File: src/rtl/retire_controller.sv
// Gates up to two in-order ROB retirements per cycle into RF write ports and sequences
// branch-mispredict recovery (flush, fetch redirect, dispatch stall) with a small FSM.
module retire_controller #(
  parameter int RECOVER_CYCLES = 2,
  parameter int COUNT_BITS     = 32
) (
  input  logic                  clock,
  input  logic                  reset,
  input  logic [7:0]            rob_inst1_retire_tag_in,
  input  logic [4:0]            rob_inst1_dest_in,
  input  logic [63:0]           rob_inst1_value_in,
  input  logic                  rob_inst1_mispredicted_in,
  input  logic [63:0]           rob_inst1_NPC_in,
  input  logic [7:0]            rob_inst2_retire_tag_in,
  input  logic [4:0]            rob_inst2_dest_in,
  input  logic [63:0]           rob_inst2_value_in,
  input  logic                  rob_inst2_mispredicted_in,
  input  logic [63:0]           rob_inst2_NPC_in,
  input  logic                  rob_empty_in,
  output logic                  rf_wr1_en_out,
  output logic [4:0]            rf_wr1_idx_out,
  output logic [63:0]           rf_wr1_data_out,
  output logic                  rf_wr2_en_out,
  output logic [4:0]            rf_wr2_idx_out,
  output logic [63:0]           rf_wr2_data_out,
  output logic                  flush_out,
  output logic                  redirect_valid_out,
  output logic [63:0]           redirect_pc_out,
  output logic                  dispatch_stall_out,
  output logic [1:0]            state_out,
  output logic [COUNT_BITS-1:0] retired_count_out,
  output logic [15:0]           mispredict_count_out
);

  localparam int CntW = (RECOVER_CYCLES > 0) ? $clog2(RECOVER_CYCLES + 1) : 1;
  localparam logic [CntW-1:0] CntMax = CntW'(RECOVER_CYCLES);

  typedef enum logic [1:0] {
    StRun     = 2'b00,
    StFlush   = 2'b01,
    StRecover = 2'b10
  } state_e;

  state_e                  state_q, state_d;
  logic [CntW-1:0]         cnt_q;
  logic [63:0]             redirect_pc_q;
  logic [COUNT_BITS-1:0]   retired_q;
  logic [15:0]             mis_cnt_q;

  logic in_run, v1, v2, commit1, commit2, mis, recover_done;

  assign in_run  = (state_q == StRun);
  assign v1      = (rob_inst1_retire_tag_in != 8'hFF);
  // Slot 2 is only meaningful behind a valid slot 1.
  assign v2      = v1 && (rob_inst2_retire_tag_in != 8'hFF);
  assign commit1 = in_run && v1;
  assign commit2 = in_run && v2 && !rob_inst1_mispredicted_in;
  assign mis     = (commit1 && rob_inst1_mispredicted_in) ||
                   (commit2 && rob_inst2_mispredicted_in);
  assign recover_done = (int'(cnt_q) >= RECOVER_CYCLES - 1) && rob_empty_in;

  always_ff @(posedge clock) begin
    if (reset) begin
      state_q <= StRun;
    end else begin
      state_q <= state_d;
    end
  end

  always_comb begin
    state_d = state_q;
    unique case (state_q)
      StRun:     if (mis) state_d = StFlush;
      StFlush:   state_d = (RECOVER_CYCLES > 0) ? StRecover : StRun;
      StRecover: if (recover_done) state_d = StRun;
      default:   state_d = StRun;
    endcase
  end

  always_comb begin
    flush_out          = (state_q == StFlush);
    redirect_valid_out = (state_q == StFlush);
    dispatch_stall_out = (state_q != StRun);
    state_out          = state_q;
    rf_wr2_en_out      = commit2 && (rob_inst2_dest_in != 5'd0);
    // Same destination in both slots: the younger write wins.
    rf_wr1_en_out      = commit1 && (rob_inst1_dest_in != 5'd0) &&
                         !(rf_wr2_en_out && (rob_inst1_dest_in == rob_inst2_dest_in));
    rf_wr1_idx_out     = rob_inst1_dest_in;
    rf_wr1_data_out    = rob_inst1_value_in;
    rf_wr2_idx_out     = rob_inst2_dest_in;
    rf_wr2_data_out    = rob_inst2_value_in;
  end

  always_ff @(posedge clock) begin
    if (reset) begin
      cnt_q         <= '0;
      redirect_pc_q <= '0;
      retired_q     <= '0;
      mis_cnt_q     <= '0;
    end else begin
      if (mis) begin
        redirect_pc_q <= (commit1 && rob_inst1_mispredicted_in) ? rob_inst1_NPC_in
                                                                : rob_inst2_NPC_in;
        mis_cnt_q     <= mis_cnt_q + 16'd1;
      end
      retired_q <= retired_q + COUNT_BITS'(commit1) + COUNT_BITS'(commit2);
      if (state_q == StFlush) begin
        cnt_q <= '0;
      end else if (state_q == StRecover && cnt_q != CntMax) begin
        cnt_q <= cnt_q + 1'b1;
      end
    end
  end

  assign redirect_pc_out      = redirect_pc_q;
  assign retired_count_out    = retired_q;
  assign mispredict_count_out = mis_cnt_q;

endmodule

File: config.mk
export PLATFORM = sky130hd
export DESIGN_NAME = retire_controller
export DESIGN_NICKNAME = d
export VERILOG_FILES = /design/src/rtl/retire_controller.sv
export SDC_FILE = /design/constraint.sdc
export NUM_CORES = 1
export LEC_CHECK = 0
export BUFFER_PORTS_ARGS = -buffer_cell sky130_fd_sc_hd__buf_2
export CAP_MARGIN = 25
export CORE_AREA = 3 3 209 211
export CTS_CLUSTER_DIAMETER = 50
export DETAILED_ROUTE_END_ITERATION = 7
export DIE_AREA = 0 0 212 214
export HOLD_SLACK_MARGIN = 0.08
export PLACE_DENSITY = 0.37
export SLEW_MARGIN = 15
export SYNTH_ARGS = -nofsm -noshare
export SYNTH_HDL_FRONTEND = slang
export SYNTH_SLANG_ARGS = --single-unit
export TNS_END_PERCENT = 10
File: constraint.sdc
create_clock -name clock -period 3 [get_ports clock]
set_clock_uncertainty 0.05 [all_clocks]
set_input_delay 0.15 -clock clock [delete_from_list [all_inputs] [get_ports clock]]
set_output_delay 0.15 -clock clock [all_outputs]
set_load 0.01 [all_outputs]
==> results of run 1 <==
## power by group
part	leakage (nW)	total, W	internal (W)	switching (W)
sequential	0.953	0.00178	0.00169	0.0000912
clock	0.278	0.00195	0.00123	0.000728
combinational	3.09	0.00116	0.000603	0.000554
total	4.32	0.00489	0.00352	0.00137
## Yosys cell counts, drive strengths merged
master	instances	area share [%]
buf	155	18
dfxtp	116	36
nor2	108	6.3
a211oi	65	7.6
mux2i	65	10
nand2	21	1.2
a21oi	20	1.6
clkbuf	20	1.2
nand4	17	1.9
nand3	16	1.3
xnor2	15	2.1
xor2	15	2.1
o21ai	12	0.94
or3	12	1.2
nor2b	9	0.88
inv	8	0.47
nor3	8	0.80
or4	7	0.82
and3	6	0.59
and2	5	0.49
mux2	5	0.88
ha	4	0.78
o31ai	4	0.47
and4	3	0.41
nor4	3	0.53
nand2b	2	0.20
or2	2	0.20
fa	1	0.31
nand3b	1	0.12
nor3b	1	0.12
o211ai	1	0.12
o21a	1	0.12
o221ai	1	0.23
o22ai	1	0.098
## area by class of cell
cell class | instances | share of cell area (%)
Timing Repair Buffer | 441 | 31.5
Multi-Input combinational cell | 431 | 30.5
Sequential cell | 116 | 24.7
Tap cell | 539 | 7.16
Clock buffer | 24 | 5.33
Clock inverter | 5 | 0.531
Inverter | 8 | 0.319
## cell usage in the layout (no fill, tap or decap), types with 16 or more instances in the layout
cell	count
buf_2	286
dlygate4sd3_1	128
dfxtp_1	115
nor2_1	106
a211oi_1	65
mux2i_1	65
buf_4	22
nand2_1	21
a21oi_1	20
clkbuf_16	17
nand4_1	16
nand3_1	16
## stage by stage
step | setup slack [ps] | util, % | cells | hold WS, ps
after floorplan | 2.67 | - | 730 | 301
after global placement | 24.1 | 18.0 | 1405 | 250
after detailed placement | -2.57 | 18.0 | 1405 | 250
after CTS | 62.1 | 22.4 | 1563 | 88.0
final | 148 | 22.5 | 1564 | 123
after global routing | -39.3 | 22.5 | 1564 | 119
## tightest hold or removal path, cell delays in order
cell and delay (ps):
buf_2 120, mux2i_1 200, a211oi_1 100
## worst paths after layout
| check | from | slack (ps) | end | cells past startpoint |
|---|---|---|---|---|
| setup reg to reg | state_out[1] | 150 | retired_count_out[26] | 12 |
| hold reg to reg | cnt_q[1] | 430 | cnt_q[1] | 2 |
| hold / removal | rob_inst2_NPC_in[63] | 120 | redirect_pc_out[63] | 3 |
| setup / recovery | state_out[1] | 150 | retired_count_out[26] | 12 |
## repair_timing
item,CTS,global route
setup buffers,1,1
hold buffers,128,0
pin swaps,1,6
gates resized for setup,0,5
cloned,0,0
setup endpoints to repair,3,7
endpoints found under the hold margin,65,0
## registers in the layout, indices dropped and copies added (netlist names)
name                  count
cnt_q                     2
mispredict_count_out     16
redirect_pc_out          64
retired_count_out        32
state_out                 2
## cell families (layout without fill, tap and decap cells)
| logic type | count (synthesis) | count (layout) | share of synthesized area [%] |
|---|---|---|---|
| multiplexers | 70 | 70 | 11.1 |
| AND/OR/NAND/NOR | 221 | 221 | 17.1 |
| XOR/XNOR | 30 | 30 | 4.11 |
| adder cells (fa/ha/maj) | 5 | 5 | 1.10 |
| buffers and inverters | 183 | 478 | 19.2 |
| flip-flops | 116 | 116 | 36.3 |
| AO/OA/AOI/OAI | 105 | 105 | 11.2 |
## per-layer routing
metal  vias up  track usage [%]
met3        56             5.05
met2       330             16.2
met4         2             5.54
met5         -            0.539
li1       2970                -
met1      2656             9.85
==> flow_summary.yaml, run 1 <==
run_status:
  run_status: "complete, no violations"
place:
  port_buffers: 287
  gp_congestion: 0.691
  place_area_mm2: 0.00755
  hpwl_um: 16000
detailed_routing:
  ant_nets: 0
  drt-initial-drc-count: 159
  dr.pass1.iters: 4
  wl_met3_um: 2200
  wl_um: 21800
  dr_wl_met2_um: 10400
  vias: 6014
  avgRoutedWirePerCell_um: 13.9
  vias_per_cell: 3.85
  wl_met1_um: 8360
  drc: 0
  top_layer: "met5"
sta:
  fin_crit_ps: 2850
  rsz0062_at_grt: "true"
  setup_viol: 0
  worst_slew_pin_slew_ps: 756
  tns_ps: 0
  maxSlewViolCount: 0
  finalHoldViolations: 0
  fmax_ghz: 0.351
  slew_headroom_pct: 49.5
  post-route-period-util_pct: 95.1
clocking:
  clockBufferDepth: 2
  cts_tree: "yes"
  cts_sinks: 116
  htree_levels: 4
  clockRootBuffer: "clkbuf_16"
  clk_latency_ps: 430
  clk_pin_slew_ps: 50
  numCtsBuffers: 17
global_routing:
  grt_pass1_wl_um: 34300
  grt_max_degree: 65
  grt_remaining_overflow: 0
  antenna_found_initial: 0
  grt_pass1_vias: 6270
  track_usage_pct: 9.80
cells_and_area:
  final_area_mm2: 0.00942
  drive_gt1_share_pct: 34.6
  seq_area_mm2: 0.00232
  fillers: 4624
  layout.nets: 1307
  syn2layout_area_growth_pct: 47.4
  multi_input_area_mm2: 0.00287
  diodes: 0
synth:
  syn_inst: 730
  ys_warn_count: 0
  synth-seq-cells: 116
  syn_nets: 1022
  syn_area_mm2: 0.00639
  yosysUniqueCellTypes: 40
  synth_area_per_cell_um2: 8.75
  ys_seq_area_share_pct: 36.3
critical_path:
  slowest_stage: "or3_4"
  timing.critical_path.buf_inv: 2
  crit_chain: "nor2_4, o21ai_2, or3_4, fa_2, inv_1, ha_1, nand4_1, nor4_4, nand4_1, buf_6, or3_1, a21oi_1"
  worstPathRequired_ps: 3320
  cp-end-kind: "flop"
  worst_path_largest_cell_delay_ps: 380
  crit_type: "reg -> reg"
  cp_max_fo: 7
  worst-endpoint-arrival_ps: 3170
  cp_top_family: "simple AND/OR/NAND/NOR gates"
  crit_path_frequent_cell: "nand4_1"
  startpoint_type: "flop"
power_and_ir_drop:
  power_density_mw_per_mm2: 519
  p_leak_nw: 4.32
  vdd_drop_max_mv: 0.292
  power.total_w: 0.00489
floorplanning:
  die_area_mm2: 0.0454
  start_util_pct: 15.2
  fp.dieW_um: 212
  ios: 544
  die_y_um: 214
  placementRows: 75
  core_mm2: 0.0419
flow_run:
  drv_cap: 0
worst_hold_path:
  hp-class: "in -> reg"
Note: power is estimated with default switching activity, not from simulation.
==> run 2, diff against run 1 <==
- CORE_AREA: 3 3 209 211 -> 2 2 214 216
- DIE_AREA: 0 0 212 214 -> 0 0 216 218
- PLACE_DENSITY: 0.37 -> 0.35
==> run 2 against run 1 <==
  * Fmax up 1.9%
  * Via count grew 0.78%
  * Critical endpoint unchanged
  * Power is 3.5% higher
  * Combinational power about the same
  * Die area up 3.8%
==> flow_summary.yaml, run 2 (synthesis gave the netlist of run 1 again) <==
power_and_ir_drop:
  p_int_w: 0.00367
  power_frac_seq_pct: 35.2
  switching_power_w: 0.00140
  power_density_mw_per_mm2: 530
  power_frac_comb_pct: 22.7
  vdd_drop_max_mv: 0.300
  pwr-share-clk_pct: 42.1
  p_leak_nw: 4.34
  netSwitchingFraction_pct: 27.6
detailed_routing:
  drt-initial-drc-count: 146
  dr.pass1.iters: 6
  vias: 6061
  vias_per_cell: 3.72
  ant_nets: 0
  wl_um: 20700
  drc: 0
  avgRoutedWirePerCell_um: 12.7
cells_and_area:
  largest_reg_flops: 64
  final_common_cell: "buf_2"
  syn2layout_area_growth_pct: 49.5
  drive_gt1_share_pct: 35.1
  diodes: 0
  fin_cells: 1629
  layout.nets: 1308
  final_cell_mix: "buf_2, dlygate4sd3_1, dfxtp_1, nor2_1"
clocking:
  clk_pin_slew_ps: 50
  clk_latency_ps: 460
  cts_tree: "yes"
  cts_sinks: 116
  post_cts_buffers: 0
  clockBufferDepth: 2
  numCtsBuffers: 17
  clockRootBuffer: "clkbuf_16"
  htree_levels: 4
global_routing:
  track_usage_pct: 8.98
  grt_max_degree: 77
  grt_pass1_vias: 6066
  grt_remaining_overflow: 0
  grt_pass1_wl_um: 31900
  antenna_found_initial: 0
critical_path:
  slowest_stage: "fa_2"
  startpoint_type: "flop"
  crit_chain: "nor2_4, o21ai_2, or3_4, fa_2, inv_2, ha_2, nand4_1, nor4_4, nand4_1, or3_1, a21oi_1"
  crit_type: "reg -> reg"
  cp-end-kind: "flop"
  worst_path_largest_cell_delay_ps: 420
  cp_max_fo: 6
  worst-endpoint-arrival_ps: 3130
  crit_path_frequent_cell: "nand4_1"
  worstPathRequired_ps: 3330
sta:
  slew_headroom_pct: 44.5
  post-route-period-util_pct: 93.2
  setup_viol: 0
  fin_crit_ps: 2800
  whs_ps: 207
  worst_slew_pin_slew_ps: 832
  maxSlewViolCount: 0
  finalHoldViolations: 0
  fmax_ghz: 0.357
floorplanning:
  core_mm2: 0.0449
  start_util_pct: 14.2
  fp.dieW_um: 216
  die_y_um: 218
  ios: 544
  placementRows: 78
  die_area_mm2: 0.0471
run_status:
  run_status: "complete, no violations"
place:
  placed_cells: 1467
  port_buffers: 287
  hpwl_um: 15100
  gp_congestion: 0.719
worst_hold_path:
  hp-class: "in -> reg"
flow_run:
  drv_cap: 0
==> run 2: final cells by class <==
| class | count | area, µm² |
|---|---|---|
| Inverter | 8 | 30.0 |
| Sequential cell | 116 | 2320 |
| Fill cell | 5006 | 35300 |
| Tap cell | 600 | 751 |
| Multi-Input combinational cell | 431 | 2870 |
| Timing Repair Buffer | 442 | 2970 |
| Clock buffer | 22 | 484 |
| Clock inverter | 10 | 128 |
==> run 2: power by group through the flow <==
| stage | sequential [W] | combinational, W | clock, W |
|---|---|---|---|
| after floorplan | 0.00187 | 0.000646 | 0 |
| after global placement | 0.00181 | 0.000969 | 0 |
| after detailed placement | 0.00181 | 0.000965 | 0 |
| after CTS | 0.00178 | 0.00116 | 0.00226 |
| after global routing | 0.00180 | 0.00128 | 0.00231 |
| final | 0.00178 | 0.00115 | 0.00213 |
==> run 2: timing repair <==
action / CTS / global route
hold buffers: 130 / 0
hold endpoints to repair: 80 / 0
endpoints found under the setup margin: 0 / 11
gates resized for setup: 0 / 8
==> run 2: path summary, 6_finish.rpt <==
check / depth (start not counted) / to / start / slack [ps]
setup / recovery: 11 / retired_count_out[26] / state_out[0] / 200
hold / removal: 4 / retired_count_out[0] / rob_inst1_mispredicted_in / 210
setup reg to reg: 11 / retired_count_out[26] / state_out[0] / 200
hold reg to reg: 2 / cnt_q[1] / cnt_q[1] / 430
==> run 2: through the flow <==
stage / power (W) / worst slack [ps] / utilization [%] / area [µm²] / TNS (ps)
final: 0.00506 / 203 / 21.3 / 9560 / 0
after global routing: 0.00538 / -4.24 / 21.3 / 9560 / -4.24
after CTS: 0.00519 / 1.63 / 21.2 / 9540 / 0
after detailed placement: 0.00277 / 20.5 / 17.0 / 7620 / 0
after global placement: 0.00278 / 36.6 / 17.0 / 7620 / 0
after floorplan: 0.00251 / 2.67 / - / 6390 / 0
==> run 2: per-layer routing <==
layer / share of wire (%) / global-route usage (%) / up-vias
met5: 0.19 / 0.521 / -
met4: 4.9 / 6.51 / 2
met3: 8.8 / 4.17 / 63
met2: 47 / 14.8 / 305
met1: 39 / 8.88 / 2711
li1: - / - / 2980
==> run 2: critical path: cells and delay by family, from the launching register on <==
kind / cells / cell delay, ps
AOI/OAI and AO/OA: 2 / 210
buffers and inverters: 1 / 60
and+or+nand+nor: 6 / 1500
DFF: 1 / 330
adders and majority gates: 2 / 580
==> run 3, diff against run 2 <==
- PLACE_DENSITY: 0.35 -> default
==> run 3 against run 2 <==
  * Clock power grew 8%
  * Power grew 4.5%
  * Utilization up 0.18 points
  * Design area is 0.82% higher
  * Critical endpoint unchanged
  * Largest power group unchanged
==> flow_summary.yaml, run 3 (synthesis gave the netlist of run 1 again) <==
clocking:
  htree_levels: 4
  cts_tree: "yes"
  numCtsBuffers: 17
  clk_latency_ps: 450
  clk_pin_slew_ps: 60
  clockRootBuffer: "clkbuf_16"
  clockBufferDepth: 2
  cts_sinks: 116
critical_path:
  startpoint_type: "flop"
  worst-endpoint-arrival_ps: 3220
  cp_max_fo: 6
  worstPathRequired_ps: 3330
  crit_type: "reg -> reg"
  cp-end-kind: "flop"
floorplanning:
  ios: 544
  core_mm2: 0.0449
  fp.dieW_um: 216
  die_y_um: 218
  die_area_mm2: 0.0471
  placementRows: 78
  start_util_pct: 14.2
detailed_routing:
  vias: 6307
  dr.pass1.iters: 4
  vias_per_cell: 3.86
  avgRoutedWirePerCell_um: 13.8
  wl_um: 22500
  drc: 0
  drt-initial-drc-count: 275
  ant_nets: 0
cells_and_area:
  drive_gt1_share_pct: 35.5
  final_util_pct: 21.5
  syn2layout_area_growth_pct: 50.8
  final_cell_mix: "buf_2, dlygate4sd3_1, dfxtp_1, nor2_1"
  final_common_cell: "buf_2"
  layout.nets: 1311
  largest_reg_flops: 64
  final_area_mm2: 0.00963
sta:
  slew_headroom_pct: 38.1
  setup_viol: 0
  rsz0062_at_grt: "true"
  fmax_ghz: 0.347
  fin_ws_ps: 116
  maxSlewViolCount: 0
  whs_ps: 154
  finalHoldViolations: 0
  fin_crit_ps: 2880
  post-route-period-util_pct: 96.1
  worst_slew_pin_slew_ps: 929
global_routing:
  grt_max_degree: 82
  grt_pass1_vias: 6126
  antenna_found_initial: 2
  grt_pass1_wl_um: 33200
  track_usage_pct: 9.51
  grt_remaining_overflow: 0
flow_run:
  drv_cap: 0
place:
  port_buffers: 287
  place_ws_ps: -80.1
  place_area_mm2: 0.00764
  hpwl_um: 16100
  gp_congestion: 0.770
power_and_ir_drop:
  vdd_drop_max_mv: 0.338
  power.total_w: 0.00529
  power_density_mw_per_mm2: 549
  p_leak_nw: 4.38
worst_hold_path:
  hp-class: "in -> reg"
run_status:
  run_status: "complete, no violations"
==> run 3: metal layers <==
| metal | wire [µm] | up-vias | GRT usage [%] |
|---|---|---|---|
| li1 | - | 2985 | - |
| met1 | 7840 | 2863 | 8.57 |
| met2 | 10900 | 381 | 16.2 |
| met3 | 2350 | 76 | 4.66 |
| met4 | 1380 | 2 | 7.79 |
| met5 | 13 | - | 0.521 |
==> run 3: final timing paths <==
| path | slack, ps | cells after the start | start | to |
|---|---|---|---|---|
| max reg2reg | 120 | 11 | state_out[1] | retired_count_out[26] |
| min reg2reg | 430 | 2 | retired_count_out[31] | retired_count_out[31] |
| max | 120 | 11 | state_out[1] | retired_count_out[26] |
| min | 150 | 3 | rob_inst1_NPC_in[11] | redirect_pc_out[11] |
==> run 3: timing repair <==
item | CTS | global route
setup buffers | 0 | 3
endpoints found under the hold margin | 64 | 0
pin swaps | 3 | 7
endpoints found under the setup margin | 4 | 9
hold buffers | 127 | 0
resized for setup | 3 | 7
==> run 3: report_power, final <==
part / internal [W] / switching [W]
clock network: 0.00155 / 0.000758
logic: 0.000614 / 0.000574
registers: 0.00169 / 0.000101
total: 0.00386 / 0.00143
==> run 3: through the flow <==
step	TNS, ps	instances
global placement	-14.0	1470
detailed placement	-250	1470
floorplan	0	730
finish	0	1633
global route	-157	1633
CTS	-195	1629
==> run 3: area by class of cell <==
type	instances	area, µm²
sequential	116	2320
clock inverter	9	173
fill	4879	35300
multi-input combinational	431	2890
inverter	8	30.0
antenna	1	2.50
tap	600	751
clock buffer	23	488
timing repair buffer	445	2980
==> run 3: worst max-delay path, stage by stage, from the launching register on <==
cell	delay, ps
dfxtp_2	330
nor2_4	110
o21ai_2	70
or3_4	420
fa_2	420
inv_2	90
ha_4	130
nand4_1	160
nor4_4	250
nand4_1	250
or3_1	420
a21oi_2	120
